## src/rtl/branch_bht_ctrl.sv

```systemverilog
// Branch redirect controller with a bimodal BHT: predicts B-types at F, resolves at D,
// arbitrates next-PC select / kills (X JALR > D mispredict > F prediction), counts branches.
module branch_bht_ctrl #(
  parameter int unsigned XLEN        = 32,
  parameter int unsigned BHT_ENTRIES = 64,
  parameter int unsigned CNT_BITS    = 2,
  parameter int unsigned CNT_INIT    = 1,
  parameter int unsigned PERF_BITS   = 32
) (
  input  logic                 clk,
  input  logic                 rst,
  input  logic [XLEN-1:0]      instF,
  input  logic [XLEN-1:0]      instD,
  input  logic [XLEN-1:0]      instX,
  input  logic                 validF,
  input  logic                 validD,
  input  logic                 validX,
  input  logic [XLEN-1:0]      pcF,
  input  logic [XLEN-1:0]      pcD,
  input  logic                 brTakenD,
  input  logic                 stallF,
  output logic [2:0]           PCSel_F_out,
  output logic                 killD_req_next,
  output logic                 killX_req_next,
  output logic                 predTakenF,
  output logic [PERF_BITS-1:0] brCount,
  output logic [PERF_BITS-1:0] mispCount
);

  localparam int unsigned IDX_W = $clog2(BHT_ENTRIES);

  localparam logic [4:0] OP_B    = 5'b11000;
  localparam logic [4:0] OP_JAL  = 5'b11011;
  localparam logic [4:0] OP_JALR = 5'b11001;

  localparam logic [2:0] SEL_PC4     = 3'd0;
  localparam logic [2:0] SEL_F_IMM   = 3'd1;
  localparam logic [2:0] SEL_X_ALU   = 3'd2;
  localparam logic [2:0] SEL_D_IMM   = 3'd3;
  localparam logic [2:0] SEL_D_PC4   = 3'd4;

  localparam logic [CNT_BITS-1:0] CNT_MAX = '1;
  localparam logic [CNT_BITS-1:0] CNT_RST = CNT_BITS'(CNT_INIT);

  logic [CNT_BITS-1:0]  bht_q [BHT_ENTRIES];
  logic                 pred_d_q, pred_d_d;
  logic [PERF_BITS-1:0] br_cnt_q, misp_cnt_q;

  logic [IDX_W-1:0]    idx_f, idx_d;
  logic                f_is_b, f_is_jal, d_is_b, x_is_jalr;
  logic                x_kill, d_misp, train, pred_f;
  logic [CNT_BITS-1:0] cnt_cur, cnt_nxt;
  logic [2:0]          pc_sel;
  logic                kill_d, kill_x;

  assign idx_f     = pcF[IDX_W+1:2];
  assign idx_d     = pcD[IDX_W+1:2];
  assign f_is_b    = (instF[6:2] == OP_B);
  assign f_is_jal  = (instF[6:2] == OP_JAL);
  assign d_is_b    = (instD[6:2] == OP_B);
  assign x_is_jalr = (instX[6:2] == OP_JALR);

  assign pred_f = validF && f_is_b && bht_q[idx_f][CNT_BITS-1];
  assign x_kill = validX && x_is_jalr;
  assign d_misp = validD && d_is_b && (brTakenD != pred_d_q);
  // Wrong-path (X JALR flush) and stalled branches must not train.
  assign train  = validD && d_is_b && !stallF && !x_kill;

  // Saturating counter step for the D-stage branch.
  assign cnt_cur = bht_q[idx_d];
  always_comb begin
    cnt_nxt = cnt_cur;
    if (brTakenD) begin
      if (cnt_cur != CNT_MAX) cnt_nxt = cnt_cur + CNT_BITS'(1);
    end else begin
      if (cnt_cur != '0) cnt_nxt = cnt_cur - CNT_BITS'(1);
    end
  end

  // Redirect arbitration: X JALR > D mispredict > F prediction.
  always_comb begin
    pc_sel = SEL_PC4;
    kill_d = 1'b0;
    kill_x = 1'b0;
    if (x_kill) begin
      pc_sel = SEL_X_ALU;
      kill_d = 1'b1;
      kill_x = 1'b1;
    end else if (d_misp) begin
      pc_sel = brTakenD ? SEL_D_IMM : SEL_D_PC4;
      kill_d = 1'b1;
    end else if (validF) begin
      if (f_is_jal)                pc_sel = SEL_F_IMM;
      else if (f_is_b && pred_f)   pc_sel = SEL_F_IMM;
    end
  end

  // A flushed D slot holds no live prediction, so the kill wins over the stall hold.
  always_comb begin
    pred_d_d = pred_d_q;
    if (kill_d)       pred_d_d = 1'b0;
    else if (!stallF) pred_d_d = pred_f;
  end

  always_ff @(posedge clk) begin
    if (rst) begin
      for (int unsigned i = 0; i < BHT_ENTRIES; i++) bht_q[i] <= CNT_RST;
      pred_d_q   <= 1'b0;
      br_cnt_q   <= '0;
      misp_cnt_q <= '0;
    end else begin
      pred_d_q <= pred_d_d;
      if (train) begin
        bht_q[idx_d] <= cnt_nxt;
        br_cnt_q     <= br_cnt_q + PERF_BITS'(1);
        if (d_misp) misp_cnt_q <= misp_cnt_q + PERF_BITS'(1);
      end
    end
  end

  assign PCSel_F_out    = pc_sel;
  assign killD_req_next = kill_d;
  assign killX_req_next = kill_x;
  assign predTakenF     = pred_f;
  assign brCount        = br_cnt_q;
  assign mispCount      = misp_cnt_q;

  // Only the opcode field and index bits are consumed.
  logic unused_bits;
  assign unused_bits = ^{instF[XLEN-1:7], instF[1:0], instD[XLEN-1:7], instD[1:0],
                         instX[XLEN-1:7], instX[1:0], pcF[XLEN-1:IDX_W+2], pcF[1:0],
                         pcD[XLEN-1:IDX_W+2], pcD[1:0]};

endmodule
```

## config.mk

```make
export PLATFORM = sky130hd
export DESIGN_NAME = branch_bht_ctrl
export DESIGN_NICKNAME = d
export VERILOG_FILES = /design/src/rtl/branch_bht_ctrl.sv
export SDC_FILE = /design/constraint.sdc
export NUM_CORES = 1
export LEC_CHECK = 0
export CORE_UTILIZATION = 51
export CTS_CLUSTER_DIAMETER = 50
export DETAILED_ROUTE_END_ITERATION = 10
export PLACE_DENSITY = 0.92
export SLEW_MARGIN = 20
export SYNTH_ARGS = -nofsm -noshare
export SYNTH_HDL_FRONTEND = slang
export SYNTH_SLANG_ARGS = --single-unit
```

## constraint.sdc

```tcl
create_clock -name clk -period 3.1 [get_ports clk]
set_input_delay 0.31 -clock clk [delete_from_list [all_inputs] [get_ports clk]]
set_output_delay 0.31 -clock clk [all_outputs]
set_load 0.05 [all_outputs]
```

# ---- Yosys cells after proc, flatten, opt, wreduce, memory -nomap -nowiden
# Memories as Yosys holds them, arrays and structs flattened.
# Index checks and enable logic that the tools add are counted.
dict set report totals {
  reg_bits 65
  latchBits 0
  ram_bits 128
  romBits 0
  inputBits 167
  out_inout_bits 70
  wordCells 48
  n_memories 1
}
# name words word_bits read_ports rd_clocked_by_memory_dff write_ports line
set mem_list {}
lappend mem_list {bht_q 64 2 2 0 64 45} ;# logic [CNT_BITS-1:0] bht_q [BHT_ENTRIES];
dict set report op_classes {
  n_addsub 4
  n_mul 0
  div_mod_pow 0
  order_cmp 0
  eq_ne 6
  shift 0
  n_mux 20
  bitwise_logic 0
  reduce_logical 14
}
# operator n
set op_table {}
lappend op_table {{$add A32 B1 Y32 const B} 2}
lappend op_table {{$eq A5 B5 Y1 const B} 4}
lappend op_table {{$mux W1} 12}
lappend op_table {{$mux W3} 3}
lappend op_table {{$logic_and A1 B1 Y1} 8}
lappend op_table {{$mux W2} 4}
lappend op_table {{$mux W6} 1}
lappend op_table {{$reduce_or A2 Y1} 2}
lappend op_table {{$add A2 B1 Y2 const B} 1}
lappend op_table {{$logic_not A1 Y1} 2}
lappend op_table {{$ne A2 B2 Y1 const B} 1}
lappend op_table {{$reduce_and A2 Y1} 1}
lappend op_table {{$reduce_bool A2 Y1} 1}
lappend op_table {{$sub A2 B1 Y2 const B} 1}
lappend op_table {{$ne A1 B1 Y1} 1}

# ---- Longest topological paths before layout
dict set report logic_depth {
  depth_word 9
  depth_mapped 12
  ltp_nobuf 7
}

# ---- Worst setup path after synthesis
# Ideal clock, no wire load.
dict set report synth_timing {
  path_kind {input -> output}
  startpoint {input port pcF[4]}
  endpoint {output port PCSel_F_out[0]}
  arrival_time_ps 3062
  required_ps 2790
  path_slack_ps -272
  path_stages 8
  path_buffers 2
  path_cell_list {buf_1 -> clkbuf_1 -> mux4_2 -> mux4_2 -> mux2i_1 -> o22ai_1 -> a311oi_1 -> nor2_1}
}
dict set report synth_between {
  elab_chain_len 8
}
# item line
set synth_lines {}
lappend synth_lines {{start, declared} 18} ;# input logic [XLEN-1:0] pcF,
lappend synth_lines {{$mem_v2 Z64 W2} -}
lappend synth_lines {{$logic_and A1 B1 Y1} 63} ;# assign pred_f = validF && f_is_b && bht_q[idx_f][CNT_BITS-1];
lappend synth_lines {{named net predTakenF} 25} ;# output logic predTakenF,
lappend synth_lines {{$logic_and A1 B1 Y1} 94} ;# else if (f_is_b && pred_f) pc_sel = SEL_F_IMM;
lappend synth_lines {{$mux W1} 94}
lappend synth_lines {{$mux W1} 93} ;# if (f_is_jal) pc_sel = SEL_F_IMM;
lappend synth_lines {{$mux W1} 92} ;# end else if (validF) begin
lappend synth_lines {{$mux W3} 89} ;# end else if (d_misp) begin
lappend synth_lines {{$mux W3} 85} ;# if (x_kill) begin
lappend synth_lines {{end, declared} 22} ;# output logic [2:0] PCSel_F_out,
# The timed path passes the listed nets, and every way through them passes these cells.

==> flow_summary.yaml <==
setup_path:
  worst_ep_required_time_ns: 2.79
  crit_buf_inv: 2
  slowest_delay_ns: 0.52
  crit_path_start_kind: "flop"
  crit_arrival_ns: 2.75
  cp-end-kind: "output port"
  cpMostUsedCell: "mux4_2"
  cpMaxStageDelayCell: "mux4_2"
  crit_fanout: 2
  critPathTopFamily: "multiplexers"
  worstPathCellList: "mux4_2 -> mux4_2 -> mux2i_2 -> buf_4 -> o22ai_4 -> a311oi_2 -> nor2_1 -> buf_6"
  worst-setup-path-type: "flop to output port"
timing:
  slew_violations: 0
  tightest_slew_ns: 0.722
  final.period_utilization: 0.987
  hold_viol_final: 0
  fin_tns_setup_ns: 0
  setup_violations: 0
  finalHoldWorstSlack_ns: 0.215
  slew_headroom: 0.519
  rsz0062_at_grt: "yes"
  layout_setup_ws_ns: 0.0405
  fin_skew_ns: 0.0139
  fmax_mhz: 327
  fin_crit_ns: 3.06
cts:
  clk_latency_ns: 0.45
  hold_buffers: 0
  clockBufferDepth: 2
  clk_pin_slew_ns: 0.08
  numCtsBuffers: 17
  clock_sinks: 193
  cts_max_level: 4
  cts_tree: "built"
  cts_root_buf: "clkbuf_16"
power_and_ir_drop:
  power.total_w: 0.00568
  vdd_drop_max_mv: 0.400
  power.density_mw_per_mm2: 452
  p_leak_nw: 4.20
routing:
  viasPerCell: 6.01
  drt-total-wl_um: 26800
  ant_nets: 0
  vias: 8286
  drcViolationCount: 0
  wl_per_cell_um: 19.5
  drt_iter0_drc: 783
  first_pass_iters: 6
outcome:
  status: "complete, no violations"
placement:
  dpl.hpwl_um: 18200
  place.gp.congestion: 0.938
  dpl_cell_area_mm2: 0.0119
  io_buffers: 103
  place_ws_ns: -0.403
synth:
  synth_fp_nets: 1147
  synth_edf_count: 128
  synth_cell_types: 65
  ys_seq_area_frac: 0.505
  synth_area_mm2: 0.0102
  synth_seq_cells: 193
  synth_top_area_cell: "edfxtp_1"
  ys_async_sr_fraction: 0
  syn_inst: 978
  synthTopCellsByArea: "edfxtp_1, dfxtp_1, mux4_2, nor2_1, or2_2"
  synth_ff_type: "edfxtp_1"
  avgSynthCellArea_um2: 10.4
  synth_largest_type_area_fraction: 0.377
  yosys_warnings: 0
die:
  die_h_um: 143
  num_rows: 51
  die_x_um: 143
  io_pins: 237
  core_area_mm2: 0.0195
  start_util: 0.522
  dieArea_mm2: 0.0206
final_layout:
  nets: 1269
  drive_gt1_frac: 0.235
  diodes: 0
  syn2layout_area_growth_pct: 23.2
  postLayoutCellArea_mm2: 0.0126
global_routing:
  grt.overflow.total: 0
  grt_max_degree: 76
  antenna_found_initial: 0
  grt_use_total: 0.266
  grt_pass1_vias: 7999
  grt_pass1_wl_um: 41500
hold_path:
  hold_path.class: "input pin to flop"
flow_run:
  maxCapViolCount: 0
[cells by family after synthesis]
family	after synthesis	share of synthesized area
and+or+nand+nor	488	0.245
buffers and inverters	91	0.0442
adders and majority gates	4	0.00454
muxes	68	0.104
DFF	193	0.505
xor gates and xnor gates	50	0.0430
AOI/OAI and AO/OA	84	0.0555
[state kept, by name (all words and copies together) (netlist names)]
register	cells
mispCount	32
bht_q	128
brCount	32
pred_d_q	1
[worst register-to-register path, stage by stage, from the launching register on]
cell and delay, ns:
edfxtp_1 0.41, buf_4 0.15, mux4_1 0.51, nand2_1 0.11, a21oi_1 0.08, a211o_1 0.25
nor4_2 0.35, maj3_2 0.36, buf_12 0.20, nand4_1 0.13
[area by class of cell]
type	count	area, µm²
flip-flops and latches	193	5140
well taps	265	332
clock buffers	19	475
repair buffers	179	1780
clock inverters	13	140
multi-input cells	694	4630
fillers	1404	6970
inverters	15	56.3
[report_power, final]
group / switching (W) / internal (W)
logic: 0.000370 / 0.000279
clock network: 0.00108 / 0.00117
registers: 0.0000186 / 0.00276
[metrics by stage]
stage / cells / util
2_1_floorplan: 978 / -
3_3_place_gp: 1343 / 0.609
4_1_cts: 1378 / 0.642
6_report: 1378 / 0.643
5_1_grt: 1378 / 0.643
3_5_place_dp: 1343 / 0.609
[cells in the final DEF, fill, tap and decap left out, types with 19 or more instances in the layout]
master           count
nand2_1             74
mux2i_1             34
buf_4               64
mux4_2              28
clkbuf_16           19
clkdlybuf4s50_1     95
nor2_1             127
edfxtp_1           128
or2_2               60
nor3_1              69
nand3_1             29
a21oi_1             30
nand2_2             39
xor2_1              37
dfxtp_1             65
[cell usage after synthesis, drive strengths merged, types with 2 or more instances]
library cell	number
nand2	113
and4	10
nand3b	8
or3	16
a2111oi	2
a21oi	30
nand4	16
mux2i	35
inv	15
edfxtp	128
mux2	4
xor2	37
a211oi	2
buf	32
a2bb2oi	2
nor4	7
a21o	2
and3	10
and2	7
nor3	69
a22oi	5
nor2	127
a221oi	3
a211o	3
o211ai	3
nand2b	3
nand3	30
clkbuf	44
o21ai	16
ha	2
mux4	29
a22o	2
o22ai	7
dfxtp	65
o21bai	2
nor2b	6
xnor2	13
maj3	2
or2	60
[per-layer routing]
layer	track usage	wire, µm	share of wire	vias up
li1	-	-	-	3743
met1	0.332	9890	0.37	3919
met3	0.0447	2180	0.081	129
met4	0.147	1450	0.054	0
met5	0	0	0	-
met2	0.439	13300	0.50	495
[path summary, 6_finish.rpt]
check / start / endpoint / slack, ns / cells after the start
setup / recovery: bht_q[8][1] / PCSel_F_out[0] / 0.04 / 8
hold / removal: rst / bht_q[62][0] / 0.22 / 2
setup reg to reg: bht_q[49][1] / bht_q[40][0] / 0.30 / 9
hold reg to reg: mispCount[6] / mispCount[6] / 0.51 / 2
[timing repair]
item | CTS | global route
resized for setup | 3 | 5
endpoints found under the setup margin | 2 | 129
pin swaps | 1 | 0
buffers inserted | 3 | 0
Note: power is estimated with default switching activity, not from simulation.
==> variant 1 (config.mk and constraints unchanged) <==
Make the reset (`rst`) asynchronous in one clocked block.
--- a/src/rtl/branch_bht_ctrl.sv
+++ b/src/rtl/branch_bht_ctrl.sv
@@ -104,3 +104,3 @@
 
-  always_ff @(posedge clk) begin
+  always_ff @(posedge clk or posedge rst) begin
     if (rst) begin
Check against the original RTL: differs if rst is asserted again (counterexample within 4 cycles, from zero or initial values and one cycle with rst high); with rst held inactive, the same outputs for 4 cycles.
==> variant 1 against the unedited design <==
- critical path depth is the same
- total power down 9.6%
- cell area grew 0.24%
- wire length decreased by 6.0%
- worst setup slack gained 0.023 ns
- critical path type is now reg -> reg
- maximum frequency is 0.74% higher
- area after synthesis decreased by 2.7%
- sequential cell count did not move
==> variant 1: results (changes against the unedited design) <==
- Status: completed
- Via count: 7,483 (-9.7%)
- WP data arrival: 3.36 ns (+0.61 ns)
- Register area share after synthesis: 0.495 (-0.00952)
- Fill cells: 1,301 (-7.3%)
- Layout cells sized above 1: 0.387 (+0.152)
- 1st-iter DRT viols: 630 (-20%)
- Post-Synth Adder-Cell Area: 0.00480 (+0.000254)
- Library cells used by synthesis: 69 (+6.2%)
- Vias in the first global route: 7,902 (-1.2%)
- Commonest cells post-synth: 132 x mux2_2, 129 x dfrtp_1, 79 x nand2_1
- Vias/cell: 5.92 (-1.5%)
- Largest net degree at the start of global routing: 43 (-43%)
- Asr flop ratio synth: 1.00 (+1.00)
- Post-synthesis compound-gate area fraction: 0.0367 (-0.0188)
- Hpwl dp: 18.2 mm (-0.36%)
- First-pass GRT wire length: 41.1 mm (-1.0%)
- Reg-to-reg endpoint: bht_q[65]
- Max-Slew Margin vs Limit: 0.388 (-0.130)
- Gate Count Post-Synth: 819 (-16%)
- Max VDD drop: 0.390 mV (-2.4%)
- WL final: 25.2 mm (-6.0%)
- Max Clock Skew: 0.0135 ns (-0.000403 ns)
- Main synth FF type: dfrtp_1
- R2R Setup Slk: 0.06 ns (-0.24 ns)
- GPL Wtd Cong: 0.897 (-4.3%)
- Worst reg-to-reg path cell count: 8 (-1)
## variant 1: cells by family (layout without fill, tap and decap cells)
family                   after synthesis  after routing
AND/OR/NAND/NOR                      260            260
multiplexers                         191            191
buffers and inverters                 58            242
flip-flops                           193            193
XOR/XNOR                              63             63
AO/OA/AOI/OAI                         50             50
adder cells (fa/ha/maj)                4              4
## variant 1: worst min path at each step
stage | startpoint | end | slack, ns | cells after the start
final | rst | mispCount[29] | 0.41 | 2
after global routing | rst | mispCount[28] | 0.48 | 2
after CTS | rst | bht_q[111] | 0.42 | 2
after detailed placement | brCount[31] | brCount[31] | 0.47 | 1
after global placement | brCount[31] | brCount[31] | 0.46 | 1
after floorplan | stallF | pred_d_q | 0.48 | 2
## variant 1: area by class of cell
cell class / count / area (sq um) / share of cell area
clock buffers: 18 / 439 / 0.0349
clock inverters: 14 / 135 / 0.0107
inverters: 13 / 52.6 / 0.00417
multi-input cells: 568 / 4800 / 0.381
flip-flops and latches: 193 / 4910 / 0.390
well taps: 260 / 325 / 0.0258
repair buffers: 197 / 1930 / 0.153
## variant 1: power by group through the flow
stage	Sequential (mW)	Combinational, mW	Clock (mW)
final	2.55	0.426	2.15
after global routing	2.55	0.457	2.29
after CTS	2.55	0.422	2.17
after detailed placement	2.59	0.408	0
after global placement	2.59	0.401	0
after floorplan	2.62	0.183	0
## variant 1: what timing repair did
item | 4_1_cts | 5_1_grt
resized for setup | 8 | 5
cloned | 1 | 0
pin swaps | 2 | 0
setup buffers | 4 | 2
endpoints found under the hold margin | 0 | 0
setup endpoints to repair | 2 | 2
## variant 1: through the flow
step	area [sq um]	setup WS (ns)	hold WS (ns)	power (mW)	TNS (ns)
detailed placement	11900	-0.224	0.474	3.00	-10.57
finish	12600	0.0631	0.411	5.13	0
CTS	12600	0.0439	0.423	5.15	0
floorplan	9930	0.199	0.481	2.80	0
global placement	11900	-0.117	0.460	2.99	-4.82
global route	12600	0.00604	0.484	5.30	0
## variant 1: per-layer routing
| layer | GRT usage | vias up | part of all wire |
|---|---|---|---|
| met4 | 0.102 | 0 | 0.028 |
| met1 | 0.328 | 3748 | 0.40 |
| met5 | 0 | - | 0 |
| met3 | 0.0591 | 71 | 0.076 |
| li1 | - | 3302 | - |
| met2 | 0.464 | 362 | 0.50 |
## variant 1: critical path: stages, from the launching register on
cell and delay (ns):
dfstp_2 0.37, mux4_2 0.48, mux2i_2 0.26, o22ai_1 0.12, or2_0 0.24, or4_1 0.58
maj3_2 0.39, buf_12 0.19, mux2_2 0.28
==> variant 2 (same flow settings) <==
Without the edit above. `BHT_ENTRIES`: 64 -> 128.
--- a/src/rtl/branch_bht_ctrl.sv
+++ b/src/rtl/branch_bht_ctrl.sv
@@ -4,3 +4,3 @@
   parameter int unsigned XLEN        = 32,
-  parameter int unsigned BHT_ENTRIES = 64,
+  parameter int unsigned BHT_ENTRIES = 128,
   parameter int unsigned CNT_BITS    = 2,
Function: changed (Yosys sat finds a counterexample within 4 cycles, from zero or initial values and one cycle with rst high).
==> variant 2 against the unedited design <==
- the flow now finishes with violations (setup timing)
- sequential cell count up 128
- area after synthesis grew 73%
- wire length up 140%
- combinational power rose to 3.1 times the old value
- synthesized cell count up 70%
- total power up 96%
- cell area rose by 83%
- worst setup slack got worse by 0.26 ns
- critical path type is now reg -> reg
- highest routed layer unchanged
==> variant 2: results (changes against the unedited design) <==
- Min-Delay Path Depth: 5 (+3)
- Status: finished with violations
- 1st-iter DRT viols: 2,762 (+250%)
- CP top delay family: simple AND/OR/NAND/NOR gates
- Nets: 2,078 (+64%)
- GPL Wtd Cong: 0.961 (+2.5%)
- Setup violators final: 153 (+153)
- Placed Area: 20,500 sq um (+72%)
- Max-Slew Margin vs Limit: 0.435 (-0.0840)
- Register area share after synthesis: 0.509 (+0.00449)
- Largest net degree at the start of global routing: 120 (+58%)
- Post-Place Setup Slack: -0.431 ns (-0.0285 ns)
- Detailed Routing Iterations Pass 1: 8 (+2)
- Global-route track usage on met3: 0.0709 (+0.0263)
- Hold worst-path end: bht_q[13][1]
- Met2 usage: 0.496 (+0.0563)
- Fill cells: 2,103 (+50%)
- Met1 Use GR: 0.377 (+0.0447)
- Vias in the first global route: 15,400 (+92%)
- Largest register FFs: 256 (+100%)
- Port Buf Inserts: 105 (+1.9%)
- Later-pin clock latency in the skew report: 0.55 ns (+0.10 ns)
- Crit path to: bht_q[115][1]
- Clock Pin Slew Worst Setup and Hold Paths: 0.06 ns (-0.02 ns)
- Gate Count Post-Synth: 1,662 (+70%)
- Final hold slack: 0.434 ns (+0.218 ns)
- CP max-delay cell: or4_4
- Commonest cells post-synth: 256 x edfxtp_1, 188 x nand2_1, 144 x nor2_1
- Vias/cell: 6.78 (+13%)
- Setup crit start: bht_q[39][0]
- All-Layer GR Usage: 0.305 (+0.0391)
- WP data arrival: 3.60 ns (+0.85 ns)
- First-pass GRT wire length: 84.2 mm (+100%)
- Htree depth: 2 (-2)
- Failing checks: setup timing
- Layout cells sized above 1: 0.242 (+0.00738)
- P_leak: 8.13 nW (+94%)
- Area contributors post-synth: edfxtp_1 44%, dfxtp_1 7.4%, mux4_2 5.7%
- Final WS setup: -0.216 ns (-0.256 ns)
- Post-synth EDFFs: 256 (+100%)
- Placed cell count: 2,279 (+70%)
- CTS buffer count: 38 (+21)
- Routed wire length per instance: 26.6 microns (+36%)
- Max VDD drop: 0.399 mV (-0.17%)
- Max Clock Skew: 0.0206 ns (+0.00668 ns)
- Worst-path maximum fanout: 12 (+10)
- CP max stage delay: 0.51 ns
- Worst reg-to-reg path cell count: 11 (+2)
- Longest Clk Path Bufs: 3 (+1)
- Syn Nets: 1,831 (+60%)
variant 2: cell type report:
type                    instances  area [sq um]  share of cell area
flip-flops and latches        321          8990               0.391
multi-input cells            1184          8500               0.370
repair buffers                348          3650               0.159
clock buffers                  52          1070              0.0464
well taps                     448           561              0.0244
clock inverters                18           156             0.00680
inverters                      16          60.1             0.00261
diodes                          1          2.50            0.000109
variant 2: per-layer routing:
layer | share of wire | routed length, microns | vias to the layer above
met5 | 0 | 0 | -
met1 | 0.32 | 20300 | 7580
li1 | - | - | 6565
met3 | 0.15 | 9650 | 448
met4 | 0.075 | 4790 | 0
met2 | 0.45 | 28600 | 1589
variant 2: logic make-up after synthesis:
| kind of cell | Yosys count | share of synthesized area |
|---|---|---|
| simple gates | 744 | 0.210 |
| flops | 321 | 0.509 |
| compound gates | 265 | 0.107 |
| buf+inv | 157 | 0.0447 |
| mux | 113 | 0.0977 |
| xor+xnor | 58 | 0.0288 |
| fa+ha+maj | 4 | 0.00262 |
variant 2: report_power, final:
group / total (mW) / switching [mW] / leakage [nW] / internal [mW]
combinational: 2.02 / 1.19 / 4.76 / 0.828
sequential: 4.75 / 0.0486 / 2.79 / 4.70
clock: 4.38 / 1.85 / 0.589 / 2.53
variant 2: worst min-delay path, cell delays in order:
cell,delay [ns]
buf_4,0.11
nor3_1,0.06
buf_4,0.17
nand2_1,0.09
a211oi_1,0.05
variant 2: timing repair:
action | CTS | global route
endpoints found under the hold margin | 0 | 0
gates resized for setup | 7 | 129
buffers inserted | 4 | 10
pin swaps | 4 | 45
endpoints found under the setup margin | 63 | 158
gates cloned | 1 | 23
